## config.mk

```make
export PLATFORM = sky130hd
export DESIGN_NAME = s2p_param
export DESIGN_NICKNAME = d
export VERILOG_FILES = /design/src/rtl/s2p_param.sv
export SDC_FILE = /design/constraint.sdc
export NUM_CORES = 1
export LEC_CHECK = 0
export BUFFER_PORTS_ARGS = -buffer_cell sky130_fd_sc_hd__buf_2
export CAP_MARGIN = 20
export CORE_MARGIN = 2
export CORE_UTILIZATION = 50
export DETAILED_ROUTE_END_ITERATION = 16
export PLACE_DENSITY = 0.75
export REMOVE_ABC_BUFFERS = 1
export SYNTH_ARGS = -nofsm -noshare
export SYNTH_HDL_FRONTEND = slang
export SYNTH_SLANG_ARGS = --single-unit
```

## constraint.sdc

```tcl
create_clock -name CLK -period 2.6 [get_ports CLK]
set_clock_uncertainty 0.1 [all_clocks]
set_input_delay 0.39 -clock CLK [delete_from_list [all_inputs] [get_ports CLK]]
set_output_delay 0.39 -clock CLK [all_outputs]
set_load 0.005 [all_outputs]
```

## src/rtl/s2p_param.sv

```systemverilog
// Parametrised serial-to-parallel converter with a ready/ack holding register and sticky overrun.
// Optional feature macro: S2P_PARITY_EN (appends one even-parity bit per frame and drives PERR).
module s2p_param #(
    parameter int WIDTH     = 8,
    parameter bit MSB_FIRST = 1'b1,
    localparam int CW       = $clog2(WIDTH + 1)
) (
    input  logic             CLK,
    input  logic             CLR,
    input  logic             D,
    input  logic             DV,
    input  logic             SYNC,
    input  logic             ACK,
    output logic [WIDTH-1:0] Q,
    output logic             DR,
    output logic             OVR,
    output logic [CW-1:0]    CNT,
    output logic             PERR
);

`ifdef S2P_PARITY_EN
    localparam int N = WIDTH + 1;
`else
    localparam int N = WIDTH;
`endif
    localparam logic [CW-1:0] LAST = CW'(N - 1);

    logic [WIDTH-1:0] r_sr;
    logic [CW-1:0]    r_cnt;
    logic [WIDTH-1:0] r_q;
    logic             r_dr;
    logic             r_ovr;

    logic [WIDTH-1:0] w_sr_shift;
    logic [CW-1:0]    w_pos;
    logic             w_last;
    logic             w_data_bit;
    logic [WIDTH-1:0] w_word;
    logic             w_load;
    logic             w_drop;
    logic [CW-1:0]    w_cnt_next;

    generate
        if (MSB_FIRST) begin : g_msb
            assign w_sr_shift = {r_sr[WIDTH-2:0], D};
        end else begin : g_lsb
            assign w_sr_shift = {D, r_sr[WIDTH-1:1]};
        end
    endgenerate

    // SYNC makes the current bit (if any) position 0 of a fresh frame.
    assign w_pos  = SYNC ? '0 : r_cnt;
    assign w_last = DV && (w_pos == LAST);

`ifdef S2P_PARITY_EN
    // The trailing parity bit is checked but never shifted into the word.
    assign w_data_bit = DV && (w_pos != CW'(WIDTH));
    assign w_word     = r_sr;
`else
    assign w_data_bit = DV;
    assign w_word     = w_sr_shift;
`endif

    assign w_load = w_last && (!r_dr || ACK);
    assign w_drop = w_last && r_dr && !ACK;

    always_comb begin
        w_cnt_next = r_cnt;
        if (DV) begin
            w_cnt_next = w_last ? '0 : w_pos + 1'b1;
        end else if (SYNC) begin
            w_cnt_next = '0;
        end
    end

    always_ff @(posedge CLK or negedge CLR) begin
        if (!CLR) begin
            r_sr  <= '0;
            r_cnt <= '0;
            r_q   <= '0;
            r_dr  <= 1'b0;
            r_ovr <= 1'b0;
        end else begin
            r_cnt <= w_cnt_next;
            if (w_data_bit) begin
                r_sr <= w_sr_shift;
            end
            if (w_load) begin
                r_q  <= w_word;
                r_dr <= 1'b1;
            end else if (ACK) begin
                r_dr <= 1'b0;
            end
            if (w_drop) begin
                r_ovr <= 1'b1;
            end
        end
    end

`ifdef S2P_PARITY_EN
    logic r_perr;

    always_ff @(posedge CLK or negedge CLR) begin
        if (!CLR) begin
            r_perr <= 1'b0;
        end else if (w_load) begin
            r_perr <= (^r_sr) ^ D;
        end
    end

    assign PERR = r_perr;
`else
    assign PERR = 1'b0;
`endif

    assign Q   = r_q;
    assign DR  = r_dr;
    assign OVR = r_ovr;
    assign CNT = r_cnt;

endmodule
```

==> reports/metrics.csv <==
metric;value;unit
CTS tree;yes;
CTS Root Cell;clkbuf_4;
max incr delay on CP;0.43;ns
Max FO, Critical Path;8;
outcome;complete, no violations;
Yosys cell types;22;
placed instance area;981;um^2
antenna cells;0;
clock transition at the registers of the reported paths;0.12;ns
Hold WC Path Type;in -> reg;
WP buf/inv;0;
M1 WL;681;um
Starting Density;52.0;%
Fmax;496;MHz
R2R setup slack;0.58;ns
data arrival time of the critical path;2.11;ns
DIE WIDTH;45.7;um
via count;535;
Comb pwr share;9.9;%
FF+latch count, synth;21;
cell internal pwr;448;uW
hold_ws;0.209;ns
layout cells sized above 1;49.4;%
gp weighted congestion;0.865;
Min Clock Period, post-route;2.02;ns
CP top delay family;simple AND/OR/NAND/NOR gates;
Skew-Pair Late Insertion Delay;0.29;ns
initial antenna violation count;0;
Max Cap Viol;0;
Synth-to-Final Area Change;17.3;%
Routed WL;1390;um
vias in the first global route;505;
WL met3;98;um
main combinational cell family by area after synthesis;multiplexers;
Synth Area in Compound Gates;3.89;%
WP data required;2.69;ns
IO Pins;21;
final instance area;1020;um^2
Setup CP Type;reg -> reg;
XOR/XNOR share of the synthesized area;1.01;%
critical path, cell by cell;nor2b_1 > ha_1 > nand4b_2 > nor3_4 > mux2_2;
met2 WL;609;um
Layout Cells excl Fill;102;
RR Startpoint;CNT[1];
grt ovf;0;
crit end category;register;
RSZ-0062 raised after global routing;no;
top_reg_cell synth;dfrtp_1;
post-synthesis simple-gate area fraction;11.1;%
number of port buffers;19;
Worst Hold Path Cells;2;
sequential share of the synthesized area;60.5;%
H-tree Lvls;1;
NetSw;139;uW
post-synthesis mux area share;19.5;%
Crit-path slowest cell;nor3_4;
final setup fails;0;
Pleak;0.000552;uW
WP depth;5;
largest buffer count on any clock path;2;
Setup Buffers After CTS;0;
Clock power frac;25.8;%
Cell Pwr Density;576;nW/um^2
peak supply drop;0.334;mV
drt via density;5.25;
WL per Instance;13.6;um
sequential power share;64.3;%
Reg-to-Reg End;Q[1];
number of flops mapped to enable cells by yosys;0;
hold path start;SYNC;
Core ar.;1670;um^2
Inst Count DP;97;
setup tns final;0;ns
Synth Instances;62;
average cell area after synthesis;14.0;um^2
Synth Area in Adders;1.44;%
Tcrit/Tclk final;77.6;%
die span in y;45.7;um
global-route wire length before repair;2270;um
post-route DRC violation count;0;
synth warn;0;
# resized after CTS;0;
Sink Count;21;
die area;2090;um^2
# rows;15;
R2R cell count;5;
sw frac;23.7;%
GRT Overall Usage;15.5;%
Worst Hold End;CNT[3];
DRT iter0 DRCs;3;
CTS buffer count;3;
Post-DRT Antenna Nets;0;
most common cell after layout, fill and taps aside;dfrtp_1;
final hold viol count;0;
final slew viol count;0;
commonest non-fill, non-tap cells in the layout;dfrtp_1 (21), buf_2 (19), mux2_2 (15);
Async SR Flop Fraction;100;%
drt first pass iters;5;
Final #Nets;93;
Mapped Area;868;um^2
Post-DP HPWL;977;um
CP Launch Type;register;
pin count of the biggest net entering global routing;22;
top routing layer in use;met3;
## metrics by stage
stage	utilization [%]	setup slack [ns]	total power, uW
6_report	61.0	0.583	587
5_1_grt	61.0	0.495	619
4_1_cts	61.0	0.580	593
3_5_place_dp	58.7	0.416	442
3_3_place_gp	58.7	0.481	439
2_1_floorplan	-	0.747	412
## repair_timing
action                                  in CTS  in global routing
hold buffers                                 1                  0
endpoints found under the hold margin       21                  0
endpoints found under the setup margin       0                  0
## metal layers
metal / vias to the layer above / global-route usage (%)
met1: 258 / 21.5
met3: 0 / 3.17
met4: 0 / 7.06
li1: 259 / -
met5: - / 0
met2: 18 / 23.4
## worst max-delay path by stage
stage,from,endpoint
3_3_place_gp,SYNC,Q[3]
6_report,CNT[1],Q[1]
2_1_floorplan,SYNC,Q[0]
4_1_cts,CNT[1],Q[2]
3_5_place_dp,SYNC,Q[4]
5_1_grt,CNT[1],Q[2]
## cells in the mapped netlist, types with 2 or more instances
cell | count | area share (%)
dfrtp_1 | 21 | 61
inv_1 | 2 | 0.86
nor2b_1 | 4 | 2.9
nand2_1 | 3 | 1.3
mux2_2 | 15 | 19
## cell type report
class,instances,area [um^2]
Clock inverter,1,5.00
Multi-Input combinational cell,37,324
Tap cell,17,21.3
Timing Repair Buffer,21,113
Sequential cell,21,526
Fill cell,135,652
Inverter,2,7.51
Clock buffer,3,22.5
## kinds of logic (layout without fill, tap and decap cells)
| family | count (synthesis) | count (layout) |
|---|---|---|
| XOR/XNOR | 1 | 1 |
| AO/OA/AOI/OAI | 5 | 5 |
| buffers and inverters | 4 | 27 |
| flip-flops | 21 | 21 |
| adder cells (fa/ha/maj) | 1 | 1 |
| other | 1 | 1 |
| multiplexers | 15 | 15 |
| AND/OR/NAND/NOR | 14 | 14 |
## flip-flops by register name, summed over array words and instances (netlist names)
signal / flops
Q: 8
DR: 1
r_sr: 7
OVR: 1
CNT: 4
## power groups by stage
stage | sequential (uW) | clock [uW] | combinational (uW)
after floorplan | 378 | 0 | 33.9
after global placement | 383 | 0 | 56.1
after detailed placement | 384 | 0 | 58.0
after CTS | 377 | 157 | 59.4
after global routing | 383 | 170 | 66.0
final | 377 | 151 | 58.0
No activity file was read; power rests on OpenSTA's default activity.
